### src/rtl/bus_mux_keeper.sv
// Fixed-priority bus multiplexer with a last-value keeper, optional output
// register and multi-driver conflict tracking (pulse, sticky flag, counter).
module bus_mux_keeper #(
    parameter int WIDTH     = 32,
    parameter int NSRC      = 24,
    parameter bit REG_OUT   = 1'b1,
    parameter bit HOLD_IDLE = 1'b1,
    parameter int CNT_W     = 8
) (
    input  logic                                   clock,
    input  logic                                   clear,
    input  logic [NSRC-1:0]                        src_en,
    input  logic [NSRC*WIDTH-1:0]                  src_data,
    input  logic                                   err_clr,
    output logic [WIDTH-1:0]                       bus_out,
    output logic                                   bus_valid,
    output logic [(NSRC>1 ? $clog2(NSRC) : 1)-1:0] sel_idx,
    output logic                                   conflict,
    output logic                                   conflict_err,
    output logic [CNT_W-1:0]                       conflict_cnt
);
    localparam int SEL_W = (NSRC > 1) ? $clog2(NSRC) : 1;

    logic             anyEn;
    logic             multiEn;
    logic [SEL_W-1:0] winIdx;
    logic [WIDTH-1:0] winData;
    logic [WIDTH-1:0] nextVal;
    logic [WIDTH-1:0] keeper_q, keeper_d;
    logic             conflictErr_q, conflictErr_d;
    logic [CNT_W-1:0] conflictCnt_q, conflictCnt_d;

    // Scanning from the top down lets the lowest enabled index overwrite the rest.
    always_comb begin
        winIdx  = '0;
        winData = '0;
        for (int i = NSRC - 1; i >= 0; i--) begin
            if (src_en[i]) begin
                winIdx  = SEL_W'(i);
                winData = src_data[i*WIDTH +: WIDTH];
            end
        end
    end

    assign anyEn    = |src_en;
    assign multiEn  = |(src_en & (src_en - NSRC'(1)));
    assign nextVal  = anyEn ? winData : (HOLD_IDLE ? keeper_q : '0);
    assign keeper_d = anyEn ? winData : keeper_q;

    // A conflict in the same cycle as err_clr restarts the count at one.
    always_comb begin
        conflictErr_d = conflictErr_q;
        conflictCnt_d = conflictCnt_q;
        if (multiEn) begin
            conflictErr_d = 1'b1;
            if (err_clr) begin
                conflictCnt_d = CNT_W'(1);
            end else if (conflictCnt_q != '1) begin
                conflictCnt_d = conflictCnt_q + CNT_W'(1);
            end
        end else if (err_clr) begin
            conflictErr_d = 1'b0;
            conflictCnt_d = '0;
        end
    end

    always_ff @(posedge clock or negedge clear) begin
        if (!clear) begin
            keeper_q      <= '0;
            conflictErr_q <= 1'b0;
            conflictCnt_q <= '0;
        end else begin
            keeper_q      <= keeper_d;
            conflictErr_q <= conflictErr_d;
            conflictCnt_q <= conflictCnt_d;
        end
    end

    assign conflict_err = conflictErr_q;
    assign conflict_cnt = conflictCnt_q;

    generate
        if (REG_OUT) begin : gRegOut
            logic [WIDTH-1:0] bus_q;
            logic             valid_q;
            logic [SEL_W-1:0] sel_q;
            logic             conflict_q;

            always_ff @(posedge clock or negedge clear) begin
                if (!clear) begin
                    bus_q      <= '0;
                    valid_q    <= 1'b0;
                    sel_q      <= '0;
                    conflict_q <= 1'b0;
                end else begin
                    bus_q      <= nextVal;
                    valid_q    <= anyEn;
                    sel_q      <= winIdx;
                    conflict_q <= multiEn;
                end
            end

            assign bus_out   = bus_q;
            assign bus_valid = valid_q;
            assign sel_idx   = sel_q;
            assign conflict  = conflict_q;
        end else begin : gCombOut
            // Outputs are forced to their reset values while clear is held low.
            always_comb begin
                bus_out   = '0;
                bus_valid = 1'b0;
                sel_idx   = '0;
                conflict  = 1'b0;
                if (clear) begin
                    bus_out   = nextVal;
                    bus_valid = anyEn;
                    sel_idx   = winIdx;
                    conflict  = multiEn;
                end
            end
        end
    endgenerate

endmodule

### config.mk
export PLATFORM = sky130hd
export DESIGN_NAME = bus_mux_keeper
export DESIGN_NICKNAME = d
export VERILOG_FILES = /design/src/rtl/bus_mux_keeper.sv
export SDC_FILE = /design/constraint.sdc
export NUM_CORES = 1
export LEC_CHECK = 0
export ABC_CLOCK_PERIOD_IN_PS = 2080
export CAP_MARGIN = 20
export CORE_AREA = 3 3 324 326
export CTS_BUF_LIST = sky130_fd_sc_hd__clkbuf_8
export DETAILED_ROUTE_END_ITERATION = 8
export DIE_AREA = 0 0 327 329
export PLACE_DENSITY = 0.34
export SLEW_MARGIN = 10
export SYNTH_ARGS = -nofsm -noshare
export SYNTH_HDL_FRONTEND = slang
export SYNTH_SLANG_ARGS = --single-unit
export TNS_END_PERCENT = 30
### constraint.sdc
create_clock -name clock -period 2.08 [get_ports clock]
set_clock_uncertainty 0.05 [all_clocks]
set_input_delay 0.312 -clock clock [delete_from_list [all_inputs] [get_ports clock]]
set_output_delay 0.312 -clock clock [all_outputs]
set_load 0.05 [all_outputs]
==> insert_results.sql, run 1 <==
INSERT INTO impl_metrics (metric_group, metric, value, unit) VALUES
('finish', 'layout-area-overhead-vs-synth', '152.9', '%'),
('min_path', 'worst_hold_path_type', 'primary input to flop', ''),
('global_routing', 'number_of_global_route_vias_before_repair', '16487', ''),
('worst_setup_path', 'path_max_fanout', '10', ''),
('detailed_routing', 'route.detailed.wl_per_inst', '29.47', 'µm'),
('flow_run', 'cap_violations', '0', ''),
('pwr', 'switching_power', '2.568', 'mW'),
('pwr', 'clock_power_share', '0.153', ''),
('floorplan', 'start_util', '0.08308', ''),
('timing', 'final_max_slew_viol_count', '0', ''),
('timing', 'setup_violations', '43', ''),
('timing', 'worst_slew_pin_slew', '0.7712', 'ns'),
('timing', 'whs', '0.4479', 'ns'),
('floorplan', 'floorplan.io_pins', '843', ''),
('timing', 'max_slew_margin', '0.4859', ''),
('global_routing', 'grt_use_total', '0.1824', ''),
('worst_setup_path', 'ff2ff_path_depth', '6', ''),
('min_path', 'hold_path_end', 'sel_idx[4]', ''),
('global_routing', 'antenna_found_initial', '26', ''),
('logic_synthesis', 'number_of_storage_elements_in_the_synthesis_netlist', '48', ''),
('finish', 'area.sequential', '1201', 'µm²'),
('floorplan', 'die_h', '329', 'µm'),
('floorplan', 'die_x', '327', 'µm'),
('finish', 'final_layout_size_suffix_gt1_frac', '0.2043', ''),
('logic_synthesis', 'ys_async_sr_fraction', '1.000', ''),
('finish', 'final_common_cell', 'clkdlybuf4s50_1', ''),
('logic_synthesis', 'netlist_instances', '1190', ''),
('finish', 'nNetsFinal', '2963', ''),
('worst_setup_path', 'critical_path.reg2reg.startpoint', 'conflict_cnt[0]', ''),
('logic_synthesis', 'netlist_area', '8477', 'µm²'),
('global_routing', 'overflow', '0', ''),
('logic_synthesis', 'yosys_most_used_dff', 'dfrtp_1', ''),
('floorplan', 'floorplan.rows', '117', ''),
('logic_synthesis', 'synth-seq-area-share', '0.1417', ''),
('pwr', 'power_report.internal_total', '3.786', 'mW'),
('min_path', 'whs_path_depth', '5', ''),
('timing', 'min_period_over_period', '1.243', ''),
('timing', 'hold_violations', '0', ''),
('floorplan', 'floorplan.die_area', '107600', 'µm²'),
('worst_setup_path', 'critical_path.reg2reg.endpoint', 'conflict_cnt[3]', ''),
('detailed_routing', 'route.vias.total', '15476', ''),
('outcome', 'violations', 'negative setup slack', ''),
('detailed_routing', 'drt-initial-drc-count', '1089', ''),
('logic_synthesis', 'synth_top_area_frac', '0.1529', ''),
('floorplan', 'design.core.area', '102000', 'µm²'),
('outcome', 'outcome', 'finished with violations', ''),
('global_routing', 'grt_max_degree', '51', ''),
('finish', 'filler_cell_count', '11393', ''),
('detailed_routing', 'routed_via_density', '4.359', ''),
('logic_synthesis', 'yosys_warnings', '0', ''),
('worst_setup_path', 'timing.reg2reg.setup_slack', '0.05', 'ns'),
('detailed_routing', 'routed_wirelength', '104600', 'µm'),
('pwr', 'switching_share_of_power', '0.4041', ''),
('global_routing', 'grt_first_pass_wirelength', '137600', 'µm'),
('pwr', 'power_frac_comb', '0.677', ''),
('clock_tree', 'cts-root-to-sink-buffers', '2', ''),
('worst_setup_path', 'cp_data_required_time', '2.31', 'ns'),
('worst_setup_path', 'worstSetupPathType', 'primary input to flop', ''),
('clock_tree', 'cts_made_buffers', '5', ''),
('min_path', 'worstHoldStart', 'src_en[14]', ''),
('placement', 'hpwlAfterDp', '87510', 'µm'),
('detailed_routing', 'drc_errors', '0', ''),
('clock_tree', 'cts.reportedPaths.clkPinSlew', '0.13', 'ns'),
('logic_synthesis', 'synth.avg_cell_area', '7.123', 'µm²'),
('timing', 'fin_ws', '-0.5054', 'ns'),
('timing', 'finalCriticalPeriod', '2.585', 'ns'),
('pwr', 'power_leakage', '7.790', 'nW'),
('worst_setup_path', 'timing.critical_path.arrival', '2.81', 'ns'),
('clock_tree', 'h-tree-depth', '2', ''),
('clock_tree', 'numClockSinks', '48', ''),
('logic_synthesis', 'netlist_top_cells_area', 'a221oi_1 (15%), dfrtp_1 (14%), a221o_1 (9.8%), clkbuf_1 (6.0%), o211ai_1 (4.8%)', '');
[metrics by stage]
step / instances / power (mW) / util / TNS [ns] / cell area [µm²]
floorplan: 1190 / 2.333 / - / -19.31 / 8526
global placement: 3511 / 5.281 / 0.1988 / -58.66 / 20280
detailed placement: 3511 / 5.276 / 0.1988 / -60.53 / 20280
CTS: 3533 / 6.384 / 0.2059 / -16.34 / 21010
global route: 3544 / 6.681 / 0.2099 / -18.33 / 21420
finish: 3550 / 6.355 / 0.2101 / -14.98 / 21440
[cells in the mapped netlist, drive strengths merged (10+ instances only)]
library cell and n:
nor2b 13, a221oi 148, o211ai 54, a21o 11, nor2 79, a2bb2oi 23
o221a 22, a222oi 22, inv 77, dfrtp 48, nand2 88, clkbuf 136
nand3b 10, o21ai 96, nor3 10, a211oi 14, a31oi 32, a221o 83
o221ai 42, a21oi 63, a2111oi 10, o31ai 26, nand2b 10
[layer usage]
layer / share of wire / wire length, µm / GRT usage
met5: 0.00054 / 57 / 0
met4: 0.022 / 2282 / 0.04360
met3: 0.063 / 6632 / 0.03340
met2: 0.49 / 51670 / 0.3206
met1: 0.42 / 43970 / 0.2298
[power by group through the flow]
stage / Clock (mW) / Combinational [mW] / Sequential (mW)
floorplan: 0 / 1.00 / 1.33
global placement: 0 / 4.20 / 1.08
detailed placement: 0 / 4.19 / 1.08
CTS: 1.04 / 4.27 / 1.07
global route: 1.05 / 4.54 / 1.09
finish: 0.971 / 4.30 / 1.08
[state kept, by name (all words and copies together), names as in the netlist]
register and flops:
conflict 1, bus_valid 1, sel_idx 5, conflict_cnt 8, conflict_err 1, bus_out 32
[worst max-delay path by stage]
stage                    start              end  slack [ns]  depth (start not counted)
floorplan           src_en[10]       bus_out[0]       -0.49                         10
global placement     src_en[7]  conflict_cnt[6]       -1.49                         12
detailed placement   src_en[1]      bus_out[30]       -1.46                         10
CTS                  src_en[3]  conflict_cnt[6]       -0.49                         12
global route         src_en[3]  conflict_cnt[6]       -0.61                         12
finish               src_en[3]  conflict_cnt[6]       -0.51                         12
[worst max-delay path: stages]
cell,delay (ns)
buf_8,0.10
or4_4,0.55
buf_12,0.17
buf_12,0.14
o41ai_4,0.29
o2111ai_2,0.18
a2111oi_2,0.24
buf_4,0.16
and3b_2,0.28
inv_4,0.09
and4b_1,0.18
nor3_1,0.13
[cell type report]
cell class / count / area share
multi-input cells: 918 / 0.3282
well taps: 1368 / 0.07985
repair buffers: 1115 / 0.5134
inverters: 79 / 0.01453
diodes: 14 / 0.001634
clock inverters: 3 / 0.003210
clock buffers: 5 / 0.003210
flip-flops and latches: 48 / 0.05604
[repair_timing]
action,4_1_cts,5_1_grt
resized for setup,115,80
cloned,3,3
hold buffers,1,0
buffers inserted,11,3
endpoints found under the hold margin,19,0
setup endpoints to repair,45,44
pin swaps,22,20
[kinds of logic after synthesis]
logic type | after synthesis | synth area share
AO/OA/AOI/OAI | 679 | 0.6260
adder cells (fa/ha/maj) | 1 | 0.001476
buffers and inverters | 224 | 0.1004
flip-flops | 48 | 0.1417
multiplexers | 1 | 0.001181
AND/OR/NAND/NOR | 237 | 0.1293
Note: power is estimated with default switching activity, not from simulation.
==> run 2, diff against run 1 <==
--- a/config.mk
+++ b/config.mk
@@ -5,13 +5,14 @@
 export SDC_FILE = /design/constraint.sdc
 export NUM_CORES = 1
 export LEC_CHECK = 0
-export ABC_CLOCK_PERIOD_IN_PS = 2080
 export CAP_MARGIN = 20
+export CELL_PAD_IN_SITES_DETAIL_PLACEMENT = 1
+export CELL_PAD_IN_SITES_GLOBAL_PLACEMENT = 1
 export CORE_AREA = 3 3 324 326
 export CTS_BUF_LIST = sky130_fd_sc_hd__clkbuf_8
 export DETAILED_ROUTE_END_ITERATION = 8
 export DIE_AREA = 0 0 327 329
-export PLACE_DENSITY = 0.34
+export PLACE_DENSITY = 0.45
 export SLEW_MARGIN = 10
 export SYNTH_ARGS = -nofsm -noshare
 export SYNTH_HDL_FRONTEND = slang
==> run 2 against run 1 <==
Compared with the run above: critical path type unchanged; the run still ends with negative setup slack left; setup slack got worse by 0.053 ns; critical path depth down 2; largest cell class unchanged; clock-buffer cell count increased by 1; largest power group unchanged; combinational power hardly changed; first-iteration DRC count decreased by 16%; fmax down 2.0%; die area unchanged; sequential share of layout area is essentially flat.
==> insert_results.sql, run 2 (synthesis results as in run 1) <==
INSERT INTO impl_metrics (metric_group, metric, value, unit) VALUES
('outcome', 'outcome', 'finished with violations', ''),
('outcome', 'violations', 'negative setup slack', ''),
('detailed_routing', 'drt-pass1-iter-count', '5', ''),
('finish', 'largest_register_ff_count', '32', ''),
('global_routing', 'number_of_global_route_vias_before_repair', '16726', ''),
('finish', 'layout-area-overhead-vs-synth', '151.2', '%'),
('pwr', 'power_leakage', '7.668', 'nW'),
('placement', 'hpwlAfterDp', '89010', 'µm'),
('clock_tree', 'cts-root-to-sink-buffers', '2', ''),
('global_routing', 'grt_max_degree', '49', ''),
('detailed_routing', 'route.detailed.wl_per_inst', '29.81', 'µm'),
('timing', 'setup_repair_after_global_routing_missed_its_margin', 'true', ''),
('worst_setup_path', 'critical_path.endpoint_type', 'flop', ''),
('global_routing', 'grt_use_total', '0.1843', ''),
('worst_setup_path', 'crit_path_start_kind', 'primary input', ''),
('timing', 'min_period_over_period', '1.269', ''),
('finish', 'finish.cell_count_without_fillers', '3540', ''),
('floorplan', 'design.core.area', '102000', 'µm²'),
('pwr', 'switching_power', '2.576', 'mW'),
('floorplan', 'floorplan.io_pins', '843', ''),
('timing', 'max_slew_margin', '0.2561', ''),
('pwr', 'power_report.internal_total', '3.564', 'mW'),
('clock_tree', 'cts.reportedPaths.clkPinSlew', '0.13', 'ns'),
('pwr', 'power_frac_comb', '0.700', ''),
('flow_run', 'cap_violations', '0', ''),
('worst_setup_path', 'cp_data_required_time', '2.32', 'ns'),
('timing', 'final_max_slew_viol_count', '0', ''),
('timing', 'setup_violations', '43', ''),
('pwr', 'pwr_density_cell', '288.3', 'nW/µm²'),
('finish', 'nNetsFinal', '2948', ''),
('finish', 'most_frequent_cells_in_the_layout', 'clkdlybuf4s50_1 (796), buf_4 (217), a221oi_1 (140)', ''),
('timing', 'fmaxAchievable', '0.3790', 'GHz'),
('pwr', 'switching_share_of_power', '0.4195', ''),
('clock_tree', 'cts_made_buffers', '5', ''),
('placement', 'buffer_ports.inserted', '842', ''),
('finish', 'final_common_cell', 'clkdlybuf4s50_1', ''),
('finish', 'multi_input_comb_area', '6989', 'µm²'),
('detailed_routing', 'routed_wirelength', '105500', 'µm'),
('pwr', 'pwr-share-seq', '0.178', ''),
('timing', 'hold_violations', '0', ''),
('floorplan', 'die_h', '329', 'µm'),
('detailed_routing', 'route.vias.total', '15433', ''),
('worst_setup_path', 'path_max_fanout', '10', ''),
('clock_tree', 'numClockSinks', '48', ''),
('floorplan', 'floorplan.rows', '117', ''),
('timing', 'finalCriticalPeriod', '2.639', 'ns'),
('placement', 'last_weighted_congestion_value_of_the_routability_driven_placer', '0.8933', ''),
('detailed_routing', 'drt-initial-drc-count', '919', ''),
('clock_tree', 'h-tree-depth', '2', ''),
('floorplan', 'die_x', '327', 'µm'),
('timing', 'setup-tns-final', '-16.93', 'ns'),
('detailed_routing', 'routed_via_density', '4.360', ''),
('timing', 'whs', '0.4071', 'ns'),
('finish', 'final_layout_size_suffix_gt1_frac', '0.1988', ''),
('global_routing', 'grt_first_pass_wirelength', '139100', 'µm'),
('clock_tree', 'tritoncts_clock_tree', 'yes', ''),
('detailed_routing', 'ant_nets', '0', ''),
('pwr', 'clock_power_share', '0.122', ''),
('timing', 'fin_ws', '-0.5587', 'ns'),
('pwr', 'max-vdd-ir-drop', '0.2391', 'mV'),
('clock_tree', 'worst_skew_late_latency', '0.36', 'ns'),
('floorplan', 'floorplan.die_area', '107600', 'µm²'),
('floorplan', 'start_util', '0.08308', ''),
('timing', 'worst_slew_pin_slew', '1.116', 'ns'),
('finish', 'filler_cell_count', '12014', ''),
('global_routing', 'overflow', '0', ''),
('worst_setup_path', 'worstSetupPathType', 'primary input to flop', ''),
('finish', 'area.sequential', '1201', 'µm²'),
('pwr', 'finalPower', '6.140', 'mW'),
('detailed_routing', 'drc_errors', '0', ''),
('global_routing', 'antenna_found_initial', '38', ''),
('clock_tree', 'clock_tree.root_cell', 'clkbuf_8', ''),
('worst_setup_path', 'timing.critical_path.arrival', '2.88', 'ns'),
('min_path', 'worst_hold_path_type', 'primary input to flop', ''),
('placement', 'placed_cells', '3494', '');
## run 2: changes by cell type in the layout (fill, tap and decap cells not counted), moves of 3 or more
cell	previous run	this run
o21ai_2	3	6
a221oi_2	9	5
a221oi_1	135	140
o41ai_1	0	3
buf_16	1	4
a21oi_1	62	59
diode_2	14	19
a21oi_2	1	4
nor2_2	15	7
nor2_4	13	21
dlygate4sd2_1	4	7
buf_4	237	217
clkdlybuf4s50_1	799	796
## run 2: worst paths after layout
check / slack [ns] / depth (start not counted) / to / from
hold reg to reg: 0.46 / 1 / conflict_err / conflict_err
max in group asynchronous: 0.92 / 3 / bus_out[18] / clear
setup / recovery: -0.56 / 10 / conflict_cnt[6] / src_en[1]
setup reg to reg: 0 / 6 / conflict_cnt[3] / conflict_cnt[1]
hold / removal: 0.41 / 4 / sel_idx[2] / src_en[3]
min in group asynchronous: 0.42 / 2 / bus_out[21] / clear
## run 2: area by class of cell
cell class                      instances  share of cell area
Clock inverter                          2           0.0006463
Timing Repair Buffer                 1100              0.5134
Multi-Input combinational cell        918              0.3282
Antenna cell                           19            0.002233
Clock buffer                            6            0.003878
Tap cell                             1368             0.08037
Sequential cell                        48             0.05640
Inverter                               79             0.01486
## run 2: what timing repair did
action | 4_1_cts | 5_1_grt
resized for setup | 114 | 64
setup endpoints to repair | 46 | 45
cloned | 5 | 3
hold buffers | 1 | 0
setup buffers | 13 | 0
pin swaps | 15 | 13
endpoints found under the hold margin | 15 | 0
## run 2: per-stage QoR
step / setup slack [ns] / utilization / area, µm²
2_1_floorplan: -0.4881 / - / 8526
3_3_place_gp: -1.388 / 0.1984 / 20240
3_5_place_dp: -1.397 / 0.1984 / 20240
4_1_cts: -0.5267 / 0.2049 / 20910
5_1_grt: -0.6508 / 0.2086 / 21290
6_report: -0.5587 / 0.2087 / 21300
## run 2: power by group through the flow
stage / registers (mW) / clock network [mW] / logic (mW)
after detailed placement: 1.09 / 0 / 4.22
final: 1.09 / 0.749 / 4.30
after floorplan: 1.33 / 0 / 1.00
after global routing: 1.11 / 0.798 / 4.54
after CTS: 1.09 / 0.786 / 4.28
after global placement: 1.09 / 0 / 4.21
## run 2: worst max-delay path: stages
cell	delay, ns
dlygate4sd2_1	0.27
or4_4	0.50
buf_6	0.17
o41ai_1	0.37
o2111ai_1	0.20
a2111oi_0	0.27
and3b_2	0.38
inv_6	0.08
and4b_1	0.18
nor3_1	0.13
## run 2: layer usage
layer,global-route usage,vias up,routed length (µm),part of all wire
met3,0.03153,103,5923,0.056
met1,0.2320,7704,44840,0.42
met4,0.05562,8,2365,0.022
met5,0,-,53,0.00050
li1,-,6931,-,-
met2,0.3206,687,52360,0.50
==> run 3, diff against run 2 <==
--- a/config.mk
+++ b/config.mk
@@ -8,11 +8,11 @@
 export CAP_MARGIN = 20
 export CELL_PAD_IN_SITES_DETAIL_PLACEMENT = 1
 export CELL_PAD_IN_SITES_GLOBAL_PLACEMENT = 1
-export CORE_AREA = 3 3 324 326
+export CORE_AREA = 5 5 326 328
 export CTS_BUF_LIST = sky130_fd_sc_hd__clkbuf_8
 export DETAILED_ROUTE_END_ITERATION = 8
-export DIE_AREA = 0 0 327 329
-export PLACE_DENSITY = 0.45
+export DIE_AREA = 0 0 331 333
+export PLACE_DENSITY = 0.5
 export SLEW_MARGIN = 10
 export SYNTH_ARGS = -nofsm -noshare
 export SYNTH_HDL_FRONTEND = slang
==> run 3 against run 2 <==
Compared with the run above: the flow still finishes with violations (negative setup slack); clock-buffer cell count is 1 lower; non-clock buffer count is 9 higher; register-to-register slack hardly changed; sequential share of layout area hardly changed; clock power is 11% higher; sequential power hardly changed; utilization is 0.23 points lower; final area is 0.24% lower; power is 0.56% higher; sequential cell count stayed put; setup slack worse by 0.093 ns; largest power group unchanged; fmax is 3.4% lower; highest routed layer unchanged; critical path type unchanged.
==> insert_results.sql, run 3 (synthesis results as in run 1) <==
INSERT INTO impl_metrics (metric_group, metric, value, unit) VALUES
('outcome', 'outcome', 'finished with violations', ''),
('outcome', 'violations', 'negative setup slack', ''),
('worst_setup_path', 'critical_path.endpoint_type', 'flop', ''),
('min_path', 'worstHoldStart', 'src_en[1]', ''),
('worst_setup_path', 'timing.critical_path.arrival', '2.90', 'ns'),
('pwr', 'power_leakage', '7.732', 'nW'),
('finish', 'final_design_area_no_fill', '21250', 'µm²'),
('floorplan', 'die_x', '331', 'µm'),
('finish', 'nNetsFinal', '2958', ''),
('clock_tree', 'worst_skew_late_latency', '0.35', 'ns'),
('worst_setup_path', 'critical_path.reg2reg.startpoint', 'conflict_cnt[1]', ''),
('worst_setup_path', 'crit_buf_inv', '3', ''),
('finish', 'largest_register_ff_count', '32', ''),
('worst_setup_path', 'critical_path.cell_chain', 'buf_6 > or4_4 > or4_4 > buf_6 > o21ai_2 > nand4_1 > and3b_2 > clkinvlp_4 > a21oi_2 > a311oi_1', ''),
('placement', 'hpwlAfterDp', '88810', 'µm'),
('placement', 'post_dp_cell_area', '20270', 'µm²'),
('pwr', 'pwr_density_cell', '290.6', 'nW/µm²'),
('clock_tree', 'tritoncts_clock_tree', 'yes', ''),
('floorplan', 'floorplan.die_area', '110200', 'µm²'),
('global_routing', 'grt_first_pass_wirelength', '137600', 'µm'),
('timing', 'worst_slew_pin_slew', '0.9245', 'ns'),
('placement', 'placed_cells', '3513', ''),
('finish', 'final_layout_size_suffix_gt1_frac', '0.1983', ''),
('timing', 'fmaxAchievable', '0.3660', 'GHz'),
('finish', 'final_common_cell', 'clkdlybuf4s50_1', ''),
('worst_setup_path', 'crit_path_start_kind', 'primary input', ''),
('placement', 'last_weighted_congestion_value_of_the_routability_driven_placer', '0.9498', ''),
('min_path', 'hold_path_end', 'sel_idx[2]', ''),
('floorplan', 'die_h', '333', 'µm'),
('timing', 'setup_violations', '43', ''),
('finish', 'layout-area-overhead-vs-synth', '150.6', '%'),
('global_routing', 'number_of_global_route_vias_before_repair', '16984', ''),
('detailed_routing', 'drt-initial-drc-count', '895', ''),
('floorplan', 'floorplan.rows', '118', ''),
('detailed_routing', 'routed_wirelength', '104800', 'µm'),
('clock_tree', 'cts_made_buffers', '5', ''),
('pwr', 'max-vdd-ir-drop', '0.1955', 'mV'),
('detailed_routing', 'drt-pass1-iter-count', '8', ''),
('min_path', 'whs_path_depth', '4', ''),
('global_routing', 'overflow', '0', ''),
('worst_setup_path', 'ff2ff_path_depth', '6', ''),
('clock_tree', 'h-tree-depth', '2', ''),
('worst_setup_path', 'path_max_fanout', '5', ''),
('worst_setup_path', 'timing.reg2reg.setup_slack', '0', 'ns'),
('worst_setup_path', 'worst_path_max_delay_cell', 'or4_4', ''),
('worst_setup_path', 'critical_path.reg2reg.endpoint', 'conflict_cnt[3]', ''),
('finish', 'most_frequent_cells_in_the_layout', 'clkdlybuf4s50_1 (796), buf_4 (232), a221oi_1 (147)', ''),
('timing', 'max_slew_margin', '0.3824', ''),
('floorplan', 'design.core.area', '102900', 'µm²'),
('worst_setup_path', 'critical_path.top_delay_family', 'simple AND/OR/NAND/NOR gates', ''),
('clock_tree', 'cts.reportedPaths.clkPinSlew', '0.14', 'ns'),
('detailed_routing', 'routed_via_density', '4.421', ''),
('timing', 'whs', '0.4038', 'ns'),
('finish', 'filler_cell_count', '12171', ''),
('worst_setup_path', 'crit_path_largest_cell_delay', '0.62', 'ns'),
('timing', 'finalCriticalPeriod', '2.732', 'ns'),
('clock_tree', 'clock_tree.root_cell', 'clkbuf_8', ''),
('global_routing', 'grt_max_degree', '69', ''),
('worst_setup_path', 'cp_data_required_time', '2.25', 'ns'),
('floorplan', 'floorplan.io_pins', '843', ''),
('global_routing', 'grt_use_total', '0.1765', ''),
('worst_setup_path', 'worstSetupPathType', 'primary input to flop', ''),
('detailed_routing', 'ant_nets', '0', ''),
('timing', 'hold_violations', '0', ''),
('timing', 'fin_ws', '-0.6520', 'ns'),
('clock_tree', 'cts-root-to-sink-buffers', '2', ''),
('flow_run', 'cap_violations', '0', ''),
('timing', 'min_period_over_period', '1.313', ''),
('timing', 'setup_repair_after_global_routing_missed_its_margin', 'true', ''),
('floorplan', 'start_util', '0.08237', ''),
('finish', 'finish.utilization', '0.2065', ''),
('global_routing', 'antenna_found_initial', '28', ''),
('timing', 'final_max_slew_viol_count', '0', ''),
('detailed_routing', 'drc_errors', '0', ''),
('detailed_routing', 'route.detailed.wl_per_inst', '29.47', 'µm'),
('placement', 'buffer_ports.inserted', '842', ''),
('clock_tree', 'numClockSinks', '48', ''),
('detailed_routing', 'route.vias.total', '15724', ''),
('min_path', 'worst_hold_path_type', 'primary input to flop', ''),
('pwr', 'finalPower', '6.175', 'mW'),
('finish', 'finish.cell_count_without_fillers', '3557', '');
==> run 3: worst register-to-register path, stage by stage (launching register included) <==
cell	delay, ns
dfrtp_1	0.45
ha_1	0.25
and3_1	0.24
and3_1	0.23
and3_1	0.24
or4_1	0.41
a21oi_1	0.15
==> run 3: metrics by stage <==
| stage | setup slack [ns] | TNS, ns |
|---|---|---|
| CTS | -0.6339 | -23.19 |
| floorplan | -0.4881 | -19.31 |
| global route | -0.6648 | -21.35 |
| finish | -0.6520 | -18.40 |
| global placement | -1.732 | -66.03 |
| detailed placement | -1.739 | -67.02 |
==> run 3: worst max-delay path by stage <==
stage,from,endpoint,depth (start not counted)
global route,src_en[2],conflict_cnt[4],10
detailed placement,src_en[7],conflict_cnt[6],11
CTS,src_en[5],conflict_cnt[5],11
global placement,src_en[7],conflict_cnt[6],11
floorplan,src_en[10],bus_out[0],10
finish,src_en[2],conflict_cnt[4],10
==> run 3: area by class of cell <==
class / count / area [µm²] / area share
repair inverters: 1 / 7.507 / 0.0003534
repair buffers: 1109 / 10950 / 0.5152
clock buffers: 5 / 68.82 / 0.003239
inverters: 79 / 314.1 / 0.01478
multi-input cells: 918 / 6900 / 0.3248
clock inverters: 3 / 46.29 / 0.002179
diodes: 14 / 35.03 / 0.001649
well taps: 1380 / 1727 / 0.08127
flip-flops and latches: 48 / 1201 / 0.05654
==> run 3: report_power, final <==
group	switching (mW)	internal [mW]
logic	1.99	2.27
registers	0.0821	1.00
clock network	0.465	0.365
==> run 3: what timing repair did <==
action,4_1_cts,5_1_grt
pin swaps,18,16
hold buffers,1,0
setup buffers,16,3
gates cloned,4,2
endpoints found under the hold margin,18,0
resized for setup,109,62
setup endpoints to repair,46,46
==> run 3: metal layers <==
layer / vias up / track usage / wire length (µm) / part of all wire
li1: 6928 / - / - / -
met1: 7932 / 0.2234 / 43990 / 0.42
met2: 770 / 0.3118 / 51300 / 0.49
met3: 92 / 0.03234 / 7214 / 0.069
met4: 2 / 0.03845 / 2308 / 0.022
met5: - / 0 / 7 / 0.000067
